File: src/rtl/ble4_pkg.sv
// ble4_pkg: shared constants and configuration FSM states for the BLE4 LUT front end
package ble4_pkg;
  localparam int LUT_K = 4;
  localparam int CFG_BITS = 2**LUT_K + 1;
  localparam int CFG_OSEL_BIT = 16;
  typedef enum logic [1:0] {IDLE, SHIFT, READY} cfg_state_e;
endpackage

File: src/rtl/ble4_cfg_chain.sv
// ble4_cfg_chain: serial configuration shift register with saturating shift counter
module ble4_cfg_chain #(
  parameter int N = 17,
  parameter int W = $clog2(N + 2)
) (
  input  logic         clk,
  input  logic         reset,
  input  logic         shift,
  input  logic         restart,
  input  logic         din,
  output logic         dout,
  output logic [N-1:0] cfg,
  output logic [W-1:0] cnt
);
  // N+1 marks an overrun and is held so an overlong load still reports an error
  always_ff @(posedge clk) begin
    if (!reset) begin
      cfg <= '0;
      cnt <= '0;
    end else if (shift) begin
      cfg <= {din, cfg[N-1:1]};
      cnt <= restart ? W'(1) : (cnt == W'(N + 1) ? cnt : cnt + 1'b1);
    end
  end
  assign dout = cfg[0];
endmodule

File: src/rtl/ble4_lut_cfg.sv
// ble4_lut_cfg: configurable LUT4 with serial config chain, load guard FSM and output select
module ble4_lut_cfg #(
  parameter int LUT_K = 4,
  parameter int CFG_BITS = 2**LUT_K + 1
) (
  input  logic             clk,
  input  logic             reset,
  input  logic             ccff_head,
  input  logic             cfg_en,
  output logic             ccff_tail,
  output logic             cfg_done,
  output logic             cfg_err,
  input  logic [LUT_K-1:0] lut_in,
  output logic             ff_D,
  input  logic             ff_Q,
  output logic             ble_out
);
  import ble4_pkg::*;
  localparam int CNT_W = $clog2(CFG_BITS + 2);
  cfg_state_e state, nxt;
  logic [CFG_BITS-1:0] cfg;
  logic [CNT_W-1:0] cnt;
  logic [2**LUT_K-1:0] mask;
  logic restart, set_err, full, ready, lut_o;
  ble4_cfg_chain #(.N(CFG_BITS), .W(CNT_W)) u_chain (
    .clk(clk),
    .reset(reset),
    .shift(cfg_en),
    .restart(restart),
    .din(ccff_head),
    .dout(ccff_tail),
    .cfg(cfg),
    .cnt(cnt)
  );
  always_ff @(posedge clk) begin
    if (!reset) begin
      state <= IDLE;
      cfg_err <= 1'b0;
    end else begin
      state <= nxt;
      if (set_err) cfg_err <= 1'b1;
    end
  end
  always_comb begin
    full = cnt == CNT_W'(CFG_BITS);
    restart = cfg_en && state != SHIFT;
    set_err = state == SHIFT && !cfg_en && !full;
    nxt = cfg_en ? SHIFT : (state == SHIFT ? (full ? READY : IDLE) : state);
  end
  // a partial chain never reaches the fabric: outputs are forced low outside READY
  assign ready = state == READY;
  assign mask = cfg[2**LUT_K-1:0];
  assign lut_o = mask[lut_in];
  assign cfg_done = ready;
  assign ff_D = ready & lut_o;
  assign ble_out = ready & (cfg[CFG_OSEL_BIT] ? lut_o : ff_Q);
endmodule
File: config.mk
export PLATFORM = sky130hd
export DESIGN_NAME = ble4_lut_cfg
export DESIGN_NICKNAME = d
export VERILOG_FILES = /design/src/rtl/ble4_pkg.sv /design/src/rtl/ble4_cfg_chain.sv /design/src/rtl/ble4_lut_cfg.sv
export SDC_FILE = /design/constraint.sdc
export NUM_CORES = 1
export LEC_CHECK = 0
export ABC_CLOCK_PERIOD_IN_PS = 3400
export CAP_MARGIN = 15
export CORE_ASPECT_RATIO = 1.2
export CORE_MARGIN = 4
export CORE_UTILIZATION = 30
export CTS_CLUSTER_SIZE = 30
export DETAILED_ROUTE_END_ITERATION = 10
export PLACE_DENSITY = 0.47
export SLEW_MARGIN = 20
export SYNTH_ARGS = -nofsm -noshare
export SYNTH_HDL_FRONTEND = slang
export SYNTH_SLANG_ARGS = --single-unit
File: constraint.sdc
create_clock -name clk -period 3.4 [get_ports clk]
set_input_delay 1.02 -clock clk [delete_from_list [all_inputs] [get_ports clk]]
set_output_delay 1.02 -clock clk [all_outputs]
set_load 0.05 [all_outputs]
# Word-level counts from Yosys, hierarchy flattened
# Index checks and enable logic that the tools add are counted.
[totals]
ff_bits = 25
out_inout_bits = 5
[op_classes]
add_sub_neg = 1
n_lt_le_gt_ge = 1
eq_ne = 6
mux = 8
bitwise = 3
n_reduce_logical = 8
[ops]
columns = ["operator", "count"]
rows = [
  ["== test 5 bit (second input constant)", 2],
  ["2-to-1 mux 5 bit", 2],
  ["adder 5 x 1 -> 5 bit (second input constant)", 1],
  ["less-than comparator 4 x 5 -> 1 bit (second input constant)", 1],
  ["binary-select mux 1 bit (select 4 bit)", 1],
  ["2-to-1 mux 1 bit", 4],
  ["inequality test 2 x 1 -> 1 bit (second input constant)", 2],
  ["logical AND 1 bit", 3],
  ["bitwise AND 1 bit", 2],
  ["== test 2 x 1 -> 1 bit (second input constant)", 1],
  ["== test 2 bit (second input constant)", 1],
  ["zero test 1 bit", 2],
  ["2-to-1 mux 2 bit", 1],
  ["AND reduction 2 bit", 1],
  ["nonzero test 2 bit", 1],
  ["OR reduction 2 bit", 1],
  ["inverter 1 bit", 1],
]

# Depth between registers and ports, before layout
# Gate-level depths: netlist of the first run.
[logic_depth]
ltp_word = 4
depth_mapped = 5
depth_no_buf = 5

# By module
# From an unflattened synthesis of the first run, not the netlist that was laid out.
[hier_totals]
cells_unflattened = 111
hier_area_um2 = 1169.9
[modules_own_cells]
columns = ["mod", "n_inst", "cells_each", "area_each_um2"]
rows = [
  ["ble4_cfg_chain", 1, 89, 894.6],
  ["ble4_lut_cfg", 1, 22, 275.3],
]

# Worst setup path after synthesis of the first run
# No wires, ideal clock.
[synth_timing]
path_kind = "input-to-output"
from = "input lut_in[1]"
to = "output ble_out"
arrival_time_ns = 2.342
slack_ns = 0.038
stages = 4
path_buffers = 0
path_cell_list = "mux4_1 -> mux4_2 -> mux2i_1 -> nor2b_1"
[synth_between]
elab_chain_len = 4
[synth_rtl]
columns = ["element", "line", "rtl"]
rows = [
  ["from (decl)", "ble4_lut_cfg.sv:13", "input logic [LUT_K-1:0] lut_in,"],
  ["binary-select mux 1 bit (select 4 bit)", "ble4_lut_cfg.sv:53", "assign lut_o = mask[lut_in];"],
  ["2-to-1 mux 1 bit (not written as such)", "ble4_lut_cfg.sv:53", ""],
  ["2-to-1 mux 1 bit", "ble4_lut_cfg.sv:56", "assign ble_out = ready & (cfg[CFG_OSEL_BIT] ? lut_o : ff_Q);"],
  ["bitwise AND 1 bit", "ble4_lut_cfg.sv:56", ""],
  ["to (decl)", "ble4_lut_cfg.sv:16", "output logic ble_out"],
]
# No other way between the ends. The select of a mux whose other input is x is not followed.

# Worst setup path after layout of the first run
# Same ends and word-level chain as after synthesis.

==> flow_metrics.env, run 1 <==
export IMPL_status="complete, but fails checks"
export IMPL_violations="setup timing"
export IMPL_cts_clk_slew_worst_paths_ns=0.09
export IMPL_ys_ff_latch=25
export IMPL_cp_data_arrival_time_ns=2.43
export IMPL_post_drt_wl_per_cell_um=12.4
export IMPL_rsz0062_at_grt="yes"
export IMPL_path_buf_inv=2
export IMPL_ys_seq_area_share_pct=41.8
export IMPL_gp_congestion=0.702
export IMPL_synth_top_area_cell="dfxtp_1"
export IMPL_grt_busiest_layer="met2"
export IMPL_hold_violations=0
export IMPL_synth_top_flop_cell="dfxtp_1"
export IMPL_drc_errors=0
export IMPL_vias=789
export IMPL_synth_net_count=122
export IMPL_clock_sinks=25
export IMPL_period_share_pct=101
export IMPL_tightest_slew_ns=0.676
export IMPL_ys_warn_count=0
export IMPL_timing_fmax_mhz=290
export IMPL_path_cells="buf_12 > mux4_2 > mux4_2 > mux2i_1 > nor2b_1 > buf_6"
export IMPL_power_share_sequential_pct=57.3
export IMPL_area_delta_synth_final_pct=18.7
export IMPL_tns_ns=-0.0699
export IMPL_p_comb_share_pct=9.2
export IMPL_leakage_nw=0.543
export IMPL_end_kind="output port"
export IMPL_grt_antenna_before_repair=0
export IMPL_viasPerCell=4.51
export IMPL_clockPowerShare_pct=33.5
export IMPL_critical_path_class="primary input to output port"
export IMPL_clockBufferDepth=2
export IMPL_maxSlewHeadroom_pct=54.8
export IMPL_ir_drop_v=0.000112
export IMPL_h_tree_depth=1
export IMPL_synth_edf_count=0
export IMPL_report_final_slew_viol_count=0
export IMPL_ctsHoldBuffers=0
export IMPL_yosysTopAreaCellShare_pct=41.8
export IMPL_die_x_um=65.7
export IMPL_boundaryPins=14
export IMPL_crit_family="multiplexers"
export IMPL_setup_viol=2
export IMPL_finalCoreUtilization_pct=37.9
export IMPL_nets=136
export IMPL_post_cts_buffers=0
export IMPL_first_pass_iters=2
export IMPL_grt_ovfl_total=0
export IMPL_fin_crit_ns=3.45
export IMPL_grt_use_total_pct=9.50
export IMPL_syn_area_mm2=0.00120
export IMPL_diodes=0
export IMPL_die_area_mm2=0.00507
export IMPL_grt_util_met2_pct=15.2
export IMPL_synth_common_cells="dfxtp_1 (25), nor2b_1 (24), mux2i_1 (19), clkbuf_1 (4), mux4_1 (4)"
export IMPL_required_ns=2.38
export IMPL_cpPeakStageDelay_ns=0.49
export IMPL_synth_async_reset_ratio_pct=0
export IMPL_drt_total_wl_um=2170
export IMPL_finClkSkew_ns=0.00630
export IMPL_num_rows=24
export IMPL_globalRouteMet3Util_pct=2.19
export IMPL_met1_usage_pct=11.8
export IMPL_stdcell_count=175
export IMPL_synth_avg_cell_area_um2=10.9
export IMPL_timing_final_ws_setup_ns=-0.0500
export IMPL_cp_start_kind="primary input"
export IMPL_cp_common_cell="mux4_2"
export IMPL_numCtsBuffers=3
export IMPL_cp_max_fo=4
export IMPL_switchingPower_mw=0.119
export IMPL_min_path_type="flip-flop to flip-flop"
export IMPL_dp_cells=171
export IMPL_drive_above_1_share_pct=11.4
export IMPL_intPower_mw=0.406
export IMPL_yosysMostFrequentCell="dfxtp_1"
export IMPL_timing_critical_path_slowest_stage_cell="mux4_2"
export IMPL_synthTopCellsByArea="dfxtp_1 (42%), mux2i_1 (16%), nor2b_1 (13%)"
export IMPL_syn_inst=110
export IMPL_core_area_mm2=0.00375
export IMPL_final_antenna_net_count=0
export IMPL_max_cap_viol_count=0
export IMPL_swShare_pct=22.6
export IMPL_synth_cell_types=26
export IMPL_cts_tree="built"
export IMPL_drt_iter0_drc=27
export IMPL_grt_max_degree=26
export IMPL_grt_pass1_vias=817
export IMPL_power_density_mw_per_mm2=369
export IMPL_die_h_um=77.2
export IMPL_grt_first_pass_wirelength_um=3810
export IMPL_cts_root_buffer="clkbuf_8"
export IMPL_insertion_delay_ns=0.26
export IMPL_holdWs_ns=0.470
export IMPL_dpl_hpwl_um=1600
export IMPL_io_buffers=13
export IMPL_start_util_pct=31.9
==> per-stage QoR <==
step	area [um2]	power [mW]	worst slack, ns
finish	1420	0.524	-0.0500
floorplan	1200	0.337	0.0377
global route	1420	0.549	-0.153
CTS	1420	0.534	-0.0739
detailed placement	1380	0.355	-0.691
global placement	1380	0.355	-0.627
==> registers in the layout, summed over array words and instances (netlist names) <==
name / cells
u_chain.cnt: 5
cfg_err: 1
state: 2
u_chain.cfg: 17
==> cells by family (layout without fill, tap and decap cells) <==
family / after synthesis / after routing / synth area share [%]
muxes: 24 / 24 / 26.5
buffers and inverters: 8 / 21 / 2.61
adders and majority gates: 3 / 3 / 3.13
DFF: 25 / 25 / 41.8
and+or+nand+nor: 37 / 37 / 18.7
AOI/OAI and AO/OA: 13 / 13 / 7.31
==> final cells by class <==
class                   count  area [um2]
well taps                  52        65.1
flip-flops and latches     25         500
clock inverters             1        7.51
repair buffers             14         145
inverters                   3        11.3
clock buffers               3        41.3
fillers                   397        2330
multi-input cells          77         652
==> worst paths after layout <==
path | start | end | slack (ns) | cells after the start
setup / recovery | lut_in[1] | ble_out | -0.05 | 6
hold / removal | cfg_err | cfg_err | 0.47 | 1
setup reg to reg | u_chain.cnt[2] | u_chain.cnt[0] | 2.09 | 3
hold reg to reg | cfg_err | cfg_err | 0.47 | 1
==> power groups by stage <==
stage / combinational (mW) / sequential, mW / clock (mW)
after floorplan: 0.0284 / 0.309 / 0
after global placement: 0.0474 / 0.308 / 0
after detailed placement: 0.0475 / 0.308 / 0
after CTS: 0.0486 / 0.301 / 0.185
after global routing: 0.0525 / 0.302 / 0.194
final: 0.0482 / 0.301 / 0.176
==> repair_timing <==
action	in CTS	in global routing
endpoints found under the hold margin	0	0
resized for setup	15	2
setup endpoints to repair	2	2
==> layout by cell type (no fill, tap or decap), drive strengths merged <==
master,count
dfxtp,25
nor2b,24
mux2i,19
clkdlybuf4s50,9
mux4,5
clkbuf,4
buf,4
inv,3
nor2,3
ha,3
nor3b,2
a211oi,2
o21a,2
a31oi,2
a21oi,2
nand3b,2
o21ai,2
and2,1
nand2b,1
nand3,1
nor3,1
nand2,1
o211a,1
and3,1
a22oi,1
a21boi,1
clkinvlp,1
==> per-layer routing <==
metal | vias up | wire length, um
li1 | 411 | -
met5 | - | 0
met2 | 12 | 989
met4 | 0 | 21
met1 | 364 | 1050
met3 | 2 | 107
Note: power is estimated with default switching activity, not from simulation.
==> inputs of run 2 (changes only) <==
--- a/config.mk
+++ b/config.mk
@@ -8,7 +8,7 @@
 export ABC_CLOCK_PERIOD_IN_PS = 3400
 export CAP_MARGIN = 15
 export CORE_ASPECT_RATIO = 1.2
-export CORE_MARGIN = 4
+export CORE_MARGIN = 10
 export CORE_UTILIZATION = 30
 export CTS_CLUSTER_SIZE = 30
 export DETAILED_ROUTE_END_ITERATION = 10
==> flow_metrics.env, run 2 (same netlist as run 1, synthesis figures left out) <==
export IMPL_grt_ovfl_total=0
export IMPL_die_x_um=77.7
export IMPL_power_density_mw_per_mm2=360
export IMPL_insertion_delay_ns=0.26
export IMPL_tns_ns=-0.0734
export IMPL_grt_antenna_before_repair=0
export IMPL_die_area_mm2=0.00693
export IMPL_critical_path_class="primary input to output port"
export IMPL_regMostFlops="u_chain.cfg"
export IMPL_cts_root_buffer="clkbuf_8"
export IMPL_numCtsBuffers=3
export IMPL_fin_crit_ns=3.45
export IMPL_power_total_mw=0.515
export IMPL_placed_area_mm2=0.00138
export IMPL_largest_reg_flops=17
export IMPL_die_h_um=89.2
export IMPL_cp_start_kind="primary input"
export IMPL_h_tree_depth=1
export IMPL_cts_clk_slew_worst_paths_ns=0.08
export IMPL_leakage_nw=0.548
export IMPL_startpoint="lut_in[1]"
export IMPL_cp_max_fo=4
export IMPL_ir_drop_v=0.000144
export IMPL_maxSlewHeadroom_pct=54.5
export IMPL_reg2reg_from="u_chain.cnt[0]"
export IMPL_dp_cells=173
export IMPL_finClkSkew_ns=0.00384
export IMPL_path_buf_inv=2
export IMPL_grt_use_total_pct=7.17
export IMPL_post_drt_wl_per_cell_um=12.5
export IMPL_diodes=0
export IMPL_timing_critical_path_slowest_stage_cell="mux4_2"
export IMPL_dpl_hpwl_um=1660
export IMPL_hp_start="cfg_err"
export IMPL_setup_viol=2
export IMPL_boundaryPins=14
export IMPL_drt_total_wl_um=2210
export IMPL_drt_iter0_drc=24
export IMPL_layout_commonest_cell="dfxtp_1"
export IMPL_cp_data_arrival_time_ns=2.43
export IMPL_max_cap_viol_count=0
export IMPL_io_buffers=13
export IMPL_crit_family="multiplexers"
export IMPL_stdcell_count=177
export IMPL_holdWs_ns=0.468
export IMPL_area_delta_synth_final_pct=19.2
export IMPL_rsz0062_at_grt="yes"
export IMPL_grt_pass1_vias=845
export IMPL_timing_final_ws_setup_ns=-0.0530
export IMPL_drc_errors=0
export IMPL_cpPeakStageDelay_ns=0.48
export IMPL_cts_tree="built"
export IMPL_required_ns=2.38
export IMPL_regArea_um2=500
export IMPL_multi_input_area_um2=652
export IMPL_drive_above_1_share_pct=11.4
export IMPL_cp_common_cell="mux4_2"
export IMPL_core_area_mm2=0.00391
export IMPL_end_kind="output port"
export IMPL_timing_fmax_mhz=290
export IMPL_num_rows=25
export IMPL_clock_sinks=25
export IMPL_start_util_pct=30.7
export IMPL_status="complete, but fails checks"
export IMPL_viasPerCell=4.66
export IMPL_vias=824
export IMPL_first_pass_iters=5
export IMPL_nets=136
export IMPL_fill_cells=394
export IMPL_grt_first_pass_wirelength_um=4020
export IMPL_path_cells="buf_12 > mux4_2 > mux4_2 > mux2i_1 > nor2b_1 > buf_6"
export IMPL_final_area_mm2=0.00143
export IMPL_hold_violations=0
export IMPL_period_share_pct=102
export IMPL_post_cts_buffers=0
export IMPL_clockBufferDepth=2
export IMPL_grt_max_degree=26
export IMPL_min_path_type="flip-flop to flip-flop"
export IMPL_final_antenna_net_count=0
export IMPL_violations="setup timing"
export IMPL_top_regs="u_chain.cfg: 17 flops, u_chain.cnt: 5 flops, state: 2 flops"
export IMPL_mostFrequentLayoutCells="dfxtp_1 (25), nor2b_1 (24), mux2i_1 (19)"
export IMPL_tightest_slew_ns=0.680
export IMPL_gp_congestion=0.683
export IMPL_report_final_slew_viol_count=0
==> run 2: cell count changes in the layout (fill, tap and decap cells not counted), sizes merged <==
cell and delta:
clkinv +1, clkbuf -1, clkinvlp -1, clkdlybuf4s15 +1
==> run 2: worst register-to-register path, stage by stage, from the launching register on <==
cell and delay, ns:
dfxtp_1 0.42, inv_1 0.07, ha_1 0.21, a211oi_1 0.28
nand3b_1 0.10, a21boi_0 0.17
==> run 2: layout make-up <==
class	count	area share [%]
inverters	3	0.788
well taps	54	4.73
multi-input cells	77	45.6
flip-flops and latches	25	35.0
repair buffers	14	10.6
clock inverters	1	0.350
clock buffers	3	2.89
==> run 2: power by group <==
part           total, mW  switching [mW]  internal (mW)
logic             0.0486          0.0217         0.0268
clock network      0.166          0.0842         0.0816
registers          0.300         0.00401          0.296
==> run 2: metal layers <==
metal	vias to the layer above	wire length, um	share of wire [%]	track usage (%)
met5	-	0	0	0
met4	0	22	1.0	3.49
met3	2	113	5.1	2.31
met2	14	1010	46	11.5
met1	397	1060	48	8.51
li1	411	-	-	-
==> run 2: what timing repair did <==
item                                    in CTS  in global routing
endpoints found under the setup margin       2                  2
hold buffers                                 0                  0
resized for setup                           16                  1
gates cloned                                 0                  0
==> run 2: path summary, 6_finish.rpt <==
kind                          to  slack [ns]  cells past startpoint
hold reg to reg          cfg_err        0.47                      1
setup reg to reg  u_chain.cnt[2]        2.08                      5
hold / removal           cfg_err        0.47                      1
setup / recovery         ble_out       -0.05                      6
==> run 2: stage by stage <==
step / worst slack (ns) / util (%)
after global placement: -0.624 / 35.3
after CTS: -0.0797 / 36.4
after global routing: -0.131 / 36.5
after floorplan: 0.0377 / -
after detailed placement: -0.692 / 35.3
final: -0.0530 / 36.5
